$ cat src/rtl/hazard_ctrl_pkg.sv
// ============================================================================
// hazard_ctrl_pkg -- opcode constants and FSM state type shared by the hazard
//                    controller and the main Control decoder.
// Revision: 1.0
// ============================================================================
`default_nettype none

package hazard_ctrl_pkg;

  localparam logic [6:0] OP_R      = 7'b0110011;
  localparam logic [6:0] OP_IMM    = 7'b0010011;
  localparam logic [6:0] OP_LOAD   = 7'b0000011;
  localparam logic [6:0] OP_STORE  = 7'b0100011;
  localparam logic [6:0] OP_BRANCH = 7'b1100011;
  localparam logic [6:0] OP_NOP    = 7'b0000000;

  typedef enum logic [0:0] {
    ST_IDLE     = 1'b0,
    ST_MEM_WAIT = 1'b1
  } hz_state_e;

endpackage

`default_nettype wire

$ cat src/rtl/hazard_ctrl_if.sv
// ============================================================================
// hazard_ctrl_if -- pipeline-to-hazard-controller signal bundle.
//                   master = pipeline side, slave = hazard controller.
// Revision: 1.0
// ============================================================================
`default_nettype none

interface hazard_ctrl_if;

  logic [6:0] IFID_Op_i;
  logic [4:0] IFID_Rs1_i;
  logic [4:0] IFID_Rs2_i;
  logic       IDEX_MemRead_i;
  logic [4:0] IDEX_Rd_i;
  logic       Branch_taken_i;
  logic       Miss_i;

  logic       NoOp_o;
  logic       PCWrite_o;
  logic       IFIDWrite_o;
  logic       Flush_o;
  logic       Stall_o;
  logic       Busy_o;

  modport master (
    output IFID_Op_i, IFID_Rs1_i, IFID_Rs2_i, IDEX_MemRead_i, IDEX_Rd_i,
           Branch_taken_i, Miss_i,
    input  NoOp_o, PCWrite_o, IFIDWrite_o, Flush_o, Stall_o, Busy_o
  );

  modport slave (
    input  IFID_Op_i, IFID_Rs1_i, IFID_Rs2_i, IDEX_MemRead_i, IDEX_Rd_i,
           Branch_taken_i, Miss_i,
    output NoOp_o, PCWrite_o, IFIDWrite_o, Flush_o, Stall_o, Busy_o
  );

endinterface

`default_nettype wire

$ cat src/rtl/hazard_ctrl_src_use.sv
// ============================================================================
// hazard_src_use -- decodes which source registers an opcode actually reads,
//                   so unused register fields never raise false hazards.
// Revision: 1.0
// ============================================================================
`default_nettype none

module hazard_src_use
  import hazard_ctrl_pkg::*;
(
  input  logic [6:0] op_i,
  output logic       rs1_used_o,
  output logic       rs2_used_o
);

  always_comb begin
    rs1_used_o = 1'b0;
    rs2_used_o = 1'b0;
    case (op_i)
      OP_R, OP_STORE, OP_BRANCH: begin
        rs1_used_o = 1'b1;
        rs2_used_o = 1'b1;
      end
      OP_IMM, OP_LOAD: begin
        rs1_used_o = 1'b1;
      end
      default: begin
        rs1_used_o = 1'b0;
        rs2_used_o = 1'b0;
      end
    endcase
  end

endmodule

`default_nettype wire

$ cat src/rtl/hazard_ctrl.sv
// ============================================================================
// hazard_ctrl -- pipeline hazard controller: memory-miss stall FSM, load-use
//                bubble insertion and taken-branch flush, in that priority.
// Optional build macro: HAZARD_PERF_CNT_EN adds saturating event counters.
// Revision: 1.0
// ============================================================================
`default_nettype none

module hazard_ctrl
  import hazard_ctrl_pkg::*;
#(
  parameter int unsigned MEM_LAT = 4
) (
  input  logic          clk_i,
  input  logic          rst_i,
  hazard_ctrl_if.slave  hz
`ifdef HAZARD_PERF_CNT_EN
  ,
  output logic [31:0]   StallCnt_o,
  output logic [15:0]   BubbleCnt_o,
  output logic [15:0]   FlushCnt_o
`endif
);

  localparam logic [3:0] C_LAT_M1 = 4'(MEM_LAT - 1);

  hz_state_e  state_q, state_d;
  logic [3:0] cnt_q, cnt_d;

  logic w_rs1_used;
  logic w_rs2_used;
  logic w_mem_stall;
  logic w_load_use;
  logic w_bubble;
  logic w_flush_evt;

  logic w_noop, w_pcwrite, w_ifidwrite, w_flush, w_stall, w_busy;

  hazard_src_use u_src_use (
    .op_i       (hz.IFID_Op_i),
    .rs1_used_o (w_rs1_used),
    .rs2_used_o (w_rs2_used)
  );

  // The miss cycle itself stalls from IDLE, so the wait state only covers
  // the remaining MEM_LAT-1 cycles.
  assign w_mem_stall = (state_q == ST_MEM_WAIT) || hz.Miss_i;

  assign w_load_use = hz.IDEX_MemRead_i && (hz.IDEX_Rd_i != 5'd0) &&
                      ((w_rs1_used && (hz.IFID_Rs1_i == hz.IDEX_Rd_i)) ||
                       (w_rs2_used && (hz.IFID_Rs2_i == hz.IDEX_Rd_i)));

  assign w_bubble    = !rst_i && !w_mem_stall && w_load_use;
  assign w_flush_evt = !rst_i && !w_mem_stall && !w_load_use && hz.Branch_taken_i;

  always_ff @(posedge clk_i or posedge rst_i) begin
    if (rst_i) begin
      state_q <= ST_IDLE;
      cnt_q   <= 4'd0;
    end else begin
      state_q <= state_d;
      cnt_q   <= cnt_d;
    end
  end

  always_comb begin
    state_d = state_q;
    cnt_d   = cnt_q;
    case (state_q)
      ST_IDLE: begin
        if (hz.Miss_i) begin
          cnt_d = C_LAT_M1;
          if (C_LAT_M1 != 4'd0) begin
            state_d = ST_MEM_WAIT;
          end
        end
      end
      ST_MEM_WAIT: begin
        // Further misses are ignored here; the counter never reloads.
        cnt_d = cnt_q - 4'd1;
        if (cnt_q <= 4'd1) begin
          state_d = ST_IDLE;
        end
      end
      default: begin
        state_d = ST_IDLE;
        cnt_d   = 4'd0;
      end
    endcase
  end

  always_comb begin
    w_noop      = 1'b0;
    w_pcwrite   = 1'b1;
    w_ifidwrite = 1'b1;
    w_flush     = 1'b0;
    w_stall     = 1'b0;
    w_busy      = 1'b0;
    if (rst_i) begin
      w_noop      = 1'b1;
      w_flush     = 1'b1;
      w_pcwrite   = 1'b0;
      w_ifidwrite = 1'b0;
    end else if (w_mem_stall) begin
      w_stall     = 1'b1;
      w_busy      = (state_q == ST_MEM_WAIT);
      w_pcwrite   = 1'b0;
      w_ifidwrite = 1'b0;
    end else if (w_load_use) begin
      w_noop      = 1'b1;
      w_pcwrite   = 1'b0;
      w_ifidwrite = 1'b0;
    end else if (hz.Branch_taken_i) begin
      w_flush     = 1'b1;
    end
  end

  assign hz.NoOp_o      = w_noop;
  assign hz.PCWrite_o   = w_pcwrite;
  assign hz.IFIDWrite_o = w_ifidwrite;
  assign hz.Flush_o     = w_flush;
  assign hz.Stall_o     = w_stall;
  assign hz.Busy_o      = w_busy;

`ifdef HAZARD_PERF_CNT_EN
  logic [31:0] stall_cnt_q, stall_cnt_d;
  logic [15:0] bubble_cnt_q, bubble_cnt_d;
  logic [15:0] flush_cnt_q, flush_cnt_d;

  always_ff @(posedge clk_i or posedge rst_i) begin
    if (rst_i) begin
      stall_cnt_q  <= 32'd0;
      bubble_cnt_q <= 16'd0;
      flush_cnt_q  <= 16'd0;
    end else begin
      stall_cnt_q  <= stall_cnt_d;
      bubble_cnt_q <= bubble_cnt_d;
      flush_cnt_q  <= flush_cnt_d;
    end
  end

  // Counters saturate rather than wrap so long runs never read as small.
  always_comb begin
    stall_cnt_d  = stall_cnt_q;
    bubble_cnt_d = bubble_cnt_q;
    flush_cnt_d  = flush_cnt_q;
    if (w_stall && (stall_cnt_q != 32'hFFFF_FFFF)) begin
      stall_cnt_d = stall_cnt_q + 32'd1;
    end
    if (w_bubble && (bubble_cnt_q != 16'hFFFF)) begin
      bubble_cnt_d = bubble_cnt_q + 16'd1;
    end
    if (w_flush_evt && (flush_cnt_q != 16'hFFFF)) begin
      flush_cnt_d = flush_cnt_q + 16'd1;
    end
  end

  assign StallCnt_o  = stall_cnt_q;
  assign BubbleCnt_o = bubble_cnt_q;
  assign FlushCnt_o  = flush_cnt_q;
`else
  logic w_unused_evt;
  assign w_unused_evt = w_bubble ^ w_flush_evt;
`endif

endmodule

`default_nettype wire

$ cat src/flat_wrapper.sv
// flat-port wrapper written by rule: the top's interface ports become plain ports
module hazard_ctrl_flat import hazard_ctrl_pkg::*;
#(
  parameter int unsigned MEM_LAT = 4
)
  (clk_i, rst_i, hz_IFID_Op_i, hz_IFID_Rs1_i, hz_IFID_Rs2_i, hz_IDEX_MemRead_i, hz_IDEX_Rd_i, hz_Branch_taken_i, hz_Miss_i, hz_NoOp_o, hz_PCWrite_o, hz_IFIDWrite_o, hz_Flush_o, hz_Stall_o, hz_Busy_o);
  hazard_ctrl_if hz_i ();
  input  logic clk_i;
  input  logic rst_i;
  input wire logic [$bits(hz_i.IFID_Op_i)-1:0] hz_IFID_Op_i;
  input wire logic [$bits(hz_i.IFID_Rs1_i)-1:0] hz_IFID_Rs1_i;
  input wire logic [$bits(hz_i.IFID_Rs2_i)-1:0] hz_IFID_Rs2_i;
  input wire logic [$bits(hz_i.IDEX_MemRead_i)-1:0] hz_IDEX_MemRead_i;
  input wire logic [$bits(hz_i.IDEX_Rd_i)-1:0] hz_IDEX_Rd_i;
  input wire logic [$bits(hz_i.Branch_taken_i)-1:0] hz_Branch_taken_i;
  input wire logic [$bits(hz_i.Miss_i)-1:0] hz_Miss_i;
  output wire logic [$bits(hz_i.NoOp_o)-1:0] hz_NoOp_o;
  output wire logic [$bits(hz_i.PCWrite_o)-1:0] hz_PCWrite_o;
  output wire logic [$bits(hz_i.IFIDWrite_o)-1:0] hz_IFIDWrite_o;
  output wire logic [$bits(hz_i.Flush_o)-1:0] hz_Flush_o;
  output wire logic [$bits(hz_i.Stall_o)-1:0] hz_Stall_o;
  output wire logic [$bits(hz_i.Busy_o)-1:0] hz_Busy_o;
  assign hz_i.IFID_Op_i = hz_IFID_Op_i;
  assign hz_i.IFID_Rs1_i = hz_IFID_Rs1_i;
  assign hz_i.IFID_Rs2_i = hz_IFID_Rs2_i;
  assign hz_i.IDEX_MemRead_i = hz_IDEX_MemRead_i;
  assign hz_i.IDEX_Rd_i = hz_IDEX_Rd_i;
  assign hz_i.Branch_taken_i = hz_Branch_taken_i;
  assign hz_i.Miss_i = hz_Miss_i;
  assign hz_NoOp_o = hz_i.NoOp_o;
  assign hz_PCWrite_o = hz_i.PCWrite_o;
  assign hz_IFIDWrite_o = hz_i.IFIDWrite_o;
  assign hz_Flush_o = hz_i.Flush_o;
  assign hz_Stall_o = hz_i.Stall_o;
  assign hz_Busy_o = hz_i.Busy_o;
  hazard_ctrl #(.MEM_LAT(MEM_LAT)) u_core (.clk_i(clk_i), .rst_i(rst_i), .hz(hz_i));
endmodule
$ cat config.mk
export PLATFORM = sky130hd
export DESIGN_NAME = hazard_ctrl_flat
export DESIGN_NICKNAME = d
export VERILOG_FILES = /design/src/rtl/hazard_ctrl_pkg.sv /design/src/rtl/hazard_ctrl_if.sv /design/src/rtl/hazard_ctrl_src_use.sv /design/src/rtl/hazard_ctrl.sv /design/src/flat_wrapper.sv
export SDC_FILE = /design/constraint.sdc
export NUM_CORES = 1
export LEC_CHECK = 0
export ABC_AREA = 1
export BUFFER_PORTS_ARGS = -buffer_cell sky130_fd_sc_hd__buf_4
export CAP_MARGIN = 5
export CELL_PAD_IN_SITES_DETAIL_PLACEMENT = 1
export CELL_PAD_IN_SITES_GLOBAL_PLACEMENT = 2
export CORE_AREA = 2 2 56 58
export CTS_CLUSTER_DIAMETER = 30
export CTS_CLUSTER_SIZE = 25
export DETAILED_ROUTE_END_ITERATION = 10
export DIE_AREA = 0 0 58 60
export PLACE_DENSITY_LB_ADDON = 0.3
export SLEW_MARGIN = 10
export SYNTH_ARGS = -nofsm -noshare
export SYNTH_HDL_FRONTEND = slang
export SYNTH_HIERARCHICAL = 1
export SYNTH_SLANG_ARGS = --single-unit
$ cat constraint.sdc
create_clock -name clk_i -period 2.4 [get_ports clk_i]
set_clock_uncertainty 0.15 [all_clocks]
set_input_delay 0.48 -clock clk_i [delete_from_list [all_inputs] [get_ports clk_i]]
set_output_delay 0.48 -clock clk_i [all_outputs]
set_load 0.05 [all_outputs]
Yosys cells after proc, flatten, opt, wreduce, memory -nomap -nowiden
Cells that the tools add are included.

storage, ports and cells
  flip-flop bits (word level) = 5
  bits in latches = 0
  memory bits (writable) = 0
  bits in read-only memories = 0
  input bits = 27
  output and inout port bits = 6
  word-level logic and storage cells = 43
  memories = 0

operators by class
  $add $sub $neg = 1
  multipliers = 0
  div/mod/pow operators = 0
  magnitude comparators = 1
  eq/ne operators = 8
  shift operators = 0
  mux-type cells = 21
  bitwise operators = 1
  reduce and logical (&&, ||, !) cells = 9

operators by type and width
  operator             count
  $mux 1               18
  $eq 7x6->1 const B   2
  $eq 5x5->1           2
  $pmux 4 s2           1
  $eq 7x2->1 const B   1
  $eq 7x5->1 const B   1
  $eq 7x7->1 const B   1
  $reduce_bool 5->1    1
  $reduce_or 5->1      1
  $le 4x1->1 const B   1
  $logic_and 1x1->1    4
  $mux 4               1
  $sub 4x1->4 const B  1
  $reduce_or 3->1      1
  $logic_or 1x1->1     2
  $ne 2x2->1 const B   1
  $pmux 1 s2           1
  $not 1->1            1

Depth between registers and ports, before layout
Gate-level depths: netlist (run 1).

  depth after elaboration = 9
  depth in mapped cells = 12
  gate-level depth less buffers = 11

By module
Netlist (run 1), hierarchy kept.

by module, submodules not included
  module          times used  cells each  area each (µm²)  seq. area each (µm²)
  hazard_ctrl     1           93          515.5            125.1
  hazard_src_use  1           11          42.5             0.0

Least setup slack after synthesis (run 1)
No wires, ideal clock.

  path kind = input-to-output
  start = in hz_IFID_Op_i[1]
  end = out hz_PCWrite_o
  arrival time = 2.009 ns
  required time = 1.770 ns
  path slack = -0.239 ns
  stages on the path = 12
  buffers on the path = 1
  cell sequence = nand2_1 inv_1 nand2_1 nor2_1 nand2_1 nor2_2 nand3_1 nand2_2 nand2_2 nand2_1 nor2_1 buf_4

between the ends
  longest elaborated chain between the ends = 9
  elaborated cells between the ends (all ways) = 16
  those cells by class = 5 x eq/ne; 5 x mux; 6 x reduce/logical

ends and longest elaborated chain
  what                                             line                       source
  start, declared                                  flat_wrapper.sv:10         input wire logic [$bits(hz_i.IFID_Op_i)-1:0] hz_IFID_Op_i;
  $eq 7x6->1 / $eq 7x7->1 (equally long branches)  hazard_ctrl_src_use.sv:19  case (op_i)
  $reduce_or 3->1 (*)                              hazard_ctrl_src_use.sv:19
  $mux 1 (*)                                       hazard_ctrl_src_use.sv:19
  via u_core.w_rs2_used                            hazard_ctrl.sv:31          logic w_rs2_used;
  $logic_and 1x1->1 (*)                            hazard_ctrl.sv:51          (w_rs2_used && (hz.IFID_Rs2_i == hz.IDEX_Rd_i)));
  $logic_or 1x1->1 (*)                             hazard_ctrl.sv:50          ((w_rs1_used && (hz.IFID_Rs1_i == hz.IDEX_Rd_i)) ||
  $logic_and 1x1->1 (*)                            hazard_ctrl.sv:49          assign w_load_use = hz.IDEX_MemRead_i && (hz.IDEX_Rd_i != 5'd0) &&
  $mux 1 (*) (3 in a row)                          --
  end, declared                                    flat_wrapper.sv:18         output wire logic [$bits(hz_i.PCWrite_o)-1:0] hz_PCWrite_o;

The timed path passes the listed nets; every way through them passes the cells marked *.

Final worst setup path (run 1)
  start = in hz_IFID_Op_i[3]
  end = out hz_Flush_o

between the ends
  longest elaborated chain between the ends = 9
  elaborated cells between the ends (all ways) = 16
  those cells by class = 5 x eq/ne; 5 x mux; 6 x reduce/logical

ends and longest elaborated chain
  what                                line                       source
  $eq 7x5->1 (tied with other cells)  hazard_ctrl_src_use.sv:19
  $reduce_or 5->1 (no line) (*)       --
  $mux 1 (*)                          hazard_ctrl_src_use.sv:19
  via u_core.w_rs1_used               hazard_ctrl.sv:30          logic w_rs1_used;
  $logic_and 1x1->1 (*)               hazard_ctrl.sv:50
  $logic_or 1x1->1 (*)                hazard_ctrl.sv:50
  $logic_and 1x1->1 (*)               hazard_ctrl.sv:49
  $mux 1 (*)                          hazard_ctrl.sv:109         end else if (w_load_use) begin
  $mux 1 (*)                          hazard_ctrl.sv:104         end else if (w_mem_stall) begin
  $mux 1 (*)                          hazard_ctrl.sv:99          if (rst_i) begin
  end, declared                       flat_wrapper.sv:20         output wire logic [$bits(hz_i.Flush_o)-1:0] hz_Flush_o;

Marks and branches as above.

==> impl_results.md, run 1 <==
- Final Net Count: 170
- Setup TNS: 0 ns
- Synth Area in Compound Gates: 5.83%
- I/O Pins: 33
- CP Capture Type: primary output
- Die height: 60 µm
- Cts repair resizes: 0
- Most frequent cells in the layout: 39 x nand2_1, 33 x buf_4, 17 x inv_1
- Maximum VDD drop: 307 µV
- Layout cell share with drive strength beyond 1: 32.9%
- Post-synth net total: 133
- DRT iter0 DRCs: 15
- Post-synthesis adder-cell area fraction: 4.48%
- PD cells: 618 nW/µm²
- Routed WL per cell: 9.12 µm
- WHS: 0.0428 ns
- Outcome: finished clean
- Leak Pwr: 0.000521 µW
- Slew Viols, Final: 0
- Vias/cell: 4.14
- Placer congestion estimate: 0.705
- Final Critical Period: 2.18 ns
- Worst path max stage delay: 0.19 ns
- Hold Vio Cnt, Final: 0
- Layout area overhead: 55.6%
- Largest family of logic cells by synthesized area: simple AND/OR/NAND/NOR gates
- Startpoint types: input port
- Worst-path fanout max: 2
- First-pass GRT wire length: 2800 µm
- Antenna cells: 0
- Synthesized flop and latch total: 5
- CTS Buf Count: 3
- Port Buf Inserts: 32
- Post-synthesis simple-gate area fraction: 49.6%
- Global Route Usage Sum: 10.2%
- Clk buf depth: 2
- Starting Density: 19.2%
- WP buf/inv: 2
- Synth Area per Inst: 5.37 µm²
- Hold Crit Class: in -> async
- Commonest non-fill, non-tap cell in the layout: nand2_1
- First-pass DRT Iterations: 2
- Grt total ovfl: 0
- Design Power: 537 µW
- Clock-pin slew on the worst setup and hold paths: 0.04 ns
- Root buffer cell: clkbuf_4
- Largest net degree at the start of global routing: 8
- XOR/XNOR Fraction of Synth Area: 1.57%
- Vias: 717
- Core Rows: 20
- Slew HR: 82.4%
- Req. time, crit path: 1.77 ns
- Final setup fails: 0
- Die W: 58 µm
- WP data arrival: 1.55 ns
- CTS tree: done
- Yosys warnings: 6
- Yosys top cell by area: nand2_1
- Max_cap viols: 0
- CP top delay family: simple AND/OR/NAND/NOR gates
- Post-CTS Hold Buffers: 0
- DRC viols: 0
- RSZ-0062 raised after global routing: no
- Cell area after synthesis: 558 µm²
- Slew @ Worst Pin: 0.262 ns
- Initial antenna violation count: 0
- Syn Inst Count: 104
- Post-CTS setup buffers: 0
- Post-synthesis mux area share: 0%
- Core Util, Final: 29.9%
- Vias in the first global route: 723
- Synth unique cells: 18
- Fmax: 459 MHz
- Crit-path slowest cell: buf_4
- Later-pin clock latency in the skew report: 0.24 ns
- Sequential share of the synthesized area: 22.4%
- Die area: 3480 µm²
- Core area: 2900 µm²
- Post-route ant nets: 0
- Critical path's most frequent cell: nand2_1
- Final period util: 90.7%
- Detailed Place HPWL: 1420 µm
- Synth area leaders: nand2_1 26%, dfrtp_1 22%, inv_1 11%, nor2_1 11%, ha_1 4.5%
- Routed WL: 1580 µm
- Critical path class: in -> out
- CP cell instances: buf_4 > nor2_1 > nand2_1 > nor2_1 > nand2_1 > nor2_1 > nand3_1 > nand2_2 > nand2_2 > nand2_1 > nand2_1 > buf_4
- CTS Sinks: 5
- H-tree depth: 1
- Yosys top cell area share: 26.2%
## metrics by stage
| step | cells | setup WS [ns] | area, µm² |
|---|---|---|---|
| floorplan | 104 | 0.0237 | 561 |
| global placement | 169 | 0.187 | 842 |
| detailed placement | 169 | 0.196 | 842 |
| CTS | 173 | 0.191 | 868 |
| global route | 173 | 0.0137 | 868 |
| finish | 173 | 0.223 | 868 |
## registers in the layout, indices dropped and copies added (netlist names)
signal          cells
u_core/cnt_q        4
u_core/state_q      1
## synthesized netlist by cell type (all sizes together)
master	number
a21oi	1
a22oi	1
buf	1
dfrtp	5
ha	2
inv	22
nand2	41
nand3	5
nand4	1
nor2	18
nor3b	1
nor4	1
o21ai	4
xnor2	1
## routing by layer
| layer | GRT usage, % | vias up | part of all wire (%) |
|---|---|---|---|
| li1 | - | 381 | - |
| met1 | 12.2 | 312 | 43 |
| met2 | 17.9 | 24 | 49 |
| met3 | 2.16 | 0 | 7.9 |
| met4 | 3.99 | 0 | 0 |
| met5 | 0 | - | 0 |
## cell families after synthesis
family / count (synthesis)
AO/OA/AOI/OAI: 6
XOR/XNOR: 1
adder cells (fa/ha/maj): 2
flip-flops: 5
AND/OR/NAND/NOR: 67
buffers and inverters: 23
## worst register-to-register path, stage by stage (launching register included)
cell,delay (ns)
dfrtp_1,0.40
inv_1,0.10
ha_1,0.19
nor2_1,0.05
nor4_1,0.20
nor2_1,0.08
## report_power, final
group	switching, µW	internal (µW)	total [µW]	leakage, µW
Combinational	157	119	276	0.000448
Clock	33.3	62.8	96.1	0.0000150
Sequential	38.5	126	165	0.0000581
## final cells by class
type                       instances  area [µm²]
inverter                          22        82.6
sequential                         5         125
timing repair buffer              33         248
fill                             400        2030
clock buffer                       4        26.3
multi-input combinational         76         345
tap                               33        41.3
## final timing paths
path	from	end	slack, ns	cells past startpoint
hold reg to reg	u_core/cnt_q[3]$_DFFE_PP0N_	u_core/cnt_q[3]$_DFFE_PP0N_	0.35	1
min in group clk_i	u_core/cnt_q[3]$_DFFE_PP0N_	u_core/cnt_q[3]$_DFFE_PP0N_	0.35	1
setup / recovery	hz_IFID_Op_i[3]	hz_Flush_o	0.22	12
hold / removal	rst_i	u_core/cnt_q[2]$_DFFE_PP0N_	0.04	2
max in group asynchronous	rst_i	u_core/cnt_q[0]$_DFFE_PP0N_	1.85	2
setup reg to reg	u_core/cnt_q[0]$_DFFE_PP0N_	u_core/state_q$_DFF_PP0_	1.11	5
No activity file was read; power rests on OpenSTA's default activity.
==> run 2, diff against run 1 <==
CORE_AREA = 2 2 55 57   (was 2 2 56 58)
DIE_AREA = 0 0 57 59   (was 0 0 58 60)
SYNTH_HIERARCHICAL = not set   (was 1)
==> impl_results.md, run 2 <==
- Outcome: finished clean
- DRT iter0 DRCs: 15 (unchanged)
- I/O Pins: 33 (unchanged)
- Cell area after synthesis: 529 µm² (-5.2%)
- Core Rows: 19 (-5.0%)
- Die area: 3360 µm² (-3.4%)
- Die height: 59 µm (-1.7%)
- Setup TNS: 0 ns (unchanged)
- Register area: 125 µm² (unchanged)
- Initial antenna violation count: 0 (unchanged)
- Clk buf depth: 2 (unchanged)
- Top reg by flops: u_core.cnt_q
- First-pass GRT wire length: 2640 µm (-5.7%)
- Final setup fails: 0 (unchanged)
- Yosys top cell area share: 24.1% (-2.1 points)
- Commonest cells in the netlist: 34 x nand2_1, 15 x inv_1, 13 x nor2_1, 6 x nand3_1
- DRC viols: 0 (unchanged)
- Port Buf Inserts: 32 (unchanged)
- Slew @ Worst Pin: 0.229 ns (-0.0324 ns)
- Worst-path fanout max: 3 (+1)
- Synth Flop Type: dfrtp_1
- Clock-pin slew on the worst setup and hold paths: 0.04 ns (about the same)
- Routed WL: 1600 µm (+1.2%)
- Vias: 660 (-7.9%)
- Post-CTS Hold Buffers: 0 (unchanged)
- Fillers: 367 (-8.3%)
- Starting Density: 19.5% (+0.30 points)
- Slew Viols, Final: 0 (unchanged)
- Core area: 2710 µm² (-6.6%)
- Worst reg2reg path depth: 3 (-2)
- CP top delay family: simple AND/OR/NAND/NOR gates
- Startpoint types: input port
- Commonest non-fill, non-tap cell in the layout: nand2_1
- Vias in the first global route: 676 (-6.5%)
- Slew HR: 84.7% (+2.3 points)
- Routed WL per cell: 9.92 µm (+8.7%)
- Synth unique cells: 18 (unchanged)
- Yosys top cell by area: nand2_1
- Crit-path slowest cell: buf_4
- End of the worst register-to-register path: u_core.cnt_q[1]$_DFFE_PP0N_
- Detailed Place HPWL: 1400 µm (-1.0%)
- Layout area overhead: 56.7%
- Max FFs per register: 4 (unchanged)
- Final Critical Period: 2.09 ns (-0.0826 ns)
- WP buf/inv: 3 (+1)
- Syn Inst Count: 95 (-8.7%)
- Async SR Flop Fraction: 100% (unchanged)
- CTS tree: done
- Root buffer cell: clkbuf_4
- CTS Sinks: 5 (unchanged)
- Grt total ovfl: 0 (unchanged)
- Final period util: 87.3% (-3.4 points)
- First-pass DRT Iterations: 4 (+2)
- Finished Cell Area: 830 µm² (-4.5%)
- Number of flops mapped to enable cells by yosys: 0 (unchanged)
- Leak Pwr: 0.000501 µW (-3.9%)
- Core Util, Final: 30.6% (+0.70 points)
- Worst flop-to-flop path startpoint: u_core.cnt_q[0]$_DFFE_PP0N_
- Post-route setup slack: 0.305 ns (+0.0826 ns)
- CTS Buf Count: 3 (unchanged)
- Post-CTS setup buffers: 0 (unchanged)
- RSZ-0062 raised after global routing: no
- Placer congestion estimate: 0.728 (+3.2%)
- Fmax: 477 MHz (+3.9%)
- WP data arrival: 1.46 ns (-0.09 ns)
- Synth area leaders: nand2_1 24%, dfrtp_1 24%, inv_1 11%, nor2_1 9.2%, nand3_1 5.7%
- Max_cap viols: 0 (unchanged)
- Vias/cell: 4.10 (-1.1%)
- Hold Crit Class: in -> async
- Cts repair resizes: 0 (unchanged)
- CP Capture Type: primary output
- Largest net degree at the start of global routing: 7 (-1)
- Multi-input logic area: 324 µm² (-6.2%)
- Post-synth net total: 124 (-6.8%)
- Place WS: 0.275 ns (+0.0789 ns)
- Largest regs: u_core.cnt_q (4), u_core.state_q (1)
- CP cell instances: buf_4 > inv_1 > nand2_1 > nand2_1 > nor2_1 > nand3_1 > nand2_1 > nand2_2 > nand2_1 > nor2_2 > buf_4
- Post-route ant nets: 0 (unchanged)
- Layout cell share with drive strength beyond 1: 34.6% (+1.8 points)
- Maximum VDD drop: 476 µV (+55%)
- Global Route Usage Sum: 9.82% (-0.41 points)
- Most instantiated library cell after synthesis: nand2_1
- Critical path class: in -> out
- Critical path's most frequent cell: nand2_1
- Worst path max stage delay: 0.21 ns (+0.02 ns)
- Hold Vio Cnt, Final: 0 (unchanged)
- Synth Area per Inst: 5.57 µm² (+3.8%)
- Design Power: 554 µW (+3.1%)
- H-tree depth: 1 (unchanged)
- Req. time, crit path: 1.77 ns (about the same)
- Final Net Count: 160 (-5.9%)
- Sequential share of the synthesized area: 23.6% (+1.2 points)
- PD cells: 668 nW/µm² (+8.0%)
- Yosys warnings: 0 (-6)
- Most frequent cells in the layout: 34 x nand2_1, 32 x buf_4, 15 x inv_1
- Later-pin clock latency in the skew report: 0.23 ns (about the same)
- Antenna cells: 0 (unchanged)
- Die W: 57 µm (-1.7%)
- Placed cell areas: 803 µm² (-4.6%)
- Synthesized flop and latch total: 5 (unchanged)
- Worst R2R Setup Slack: 1.20 ns (+0.09 ns)
[run 2: cell count changes after synthesis, moves of 2 or more]
cell and delta:
nor2_1 -3, nor3_1 +2, inv_1 -2, nand2_1 -5
[run 2: logic make-up (layout without fill, tap and decap cells)]
group	Yosys count	count (layout)	synth area share, %
compound gates	6	6	7.33
xor+xnor	1	1	1.66
simple gates	60	60	47.0
fa+ha+maj	2	2	4.73
flops	5	5	23.6
buf+inv	21	56	15.6
[run 2: metrics by stage]
stage | instances | hold slack [ns]
2_1_floorplan | 95 | 0.117
3_3_place_gp | 157 | 0.289
3_5_place_dp | 157 | 0.294
4_1_cts | 161 | 0.0422
5_1_grt | 161 | 0.0285
6_report | 161 | 0.0416
[run 2: metal layers]
metal / track usage [%] / share of wire, %
met1: 11.6 / 42
met2: 17.9 / 50
met3: 2.62 / 8.0
met4: 1.99 / 0
met5: 0 / 0
[run 2: cell type report]
| class | count | share of cell area, % |
|---|---|---|
| timing repair buffer | 32 | 29.0 |
| multi-input combinational | 69 | 39.1 |
| sequential | 5 | 15.1 |
| inverter | 20 | 9.05 |
| tap | 31 | 4.68 |
| clock buffer | 4 | 3.17 |
[run 2: power breakdown]
part	internal, µW	total (µW)	switching [µW]
Clock	62.6	93.3	30.7
Combinational	117	293	176
Sequential	126	167	41.2
[run 2: worst reg2reg max path: cells and delay by family (launching register included)]
kind	cells	cell delay, ns
buffers and inverters	1	0.06
flip-flops	1	0.41
adder cells (fa/ha/maj)	1	0.30
AO/OA/AOI/OAI	1	0.19
[run 2: worst max path at each step]
stage	depth (start not counted)	to	start
after floorplan	8	hz_PCWrite_o	hz_IDEX_Rd_i[4]
after global routing	11	hz_PCWrite_o	hz_IDEX_Rd_i[1]
final	11	hz_IFIDWrite_o	hz_IDEX_Rd_i[1]
after detailed placement	11	hz_IFIDWrite_o	hz_IDEX_Rd_i[1]
after CTS	9	hz_IFIDWrite_o	hz_IDEX_Rd_i[4]
after global placement	9	hz_IFIDWrite_o	hz_IDEX_Rd_i[3]
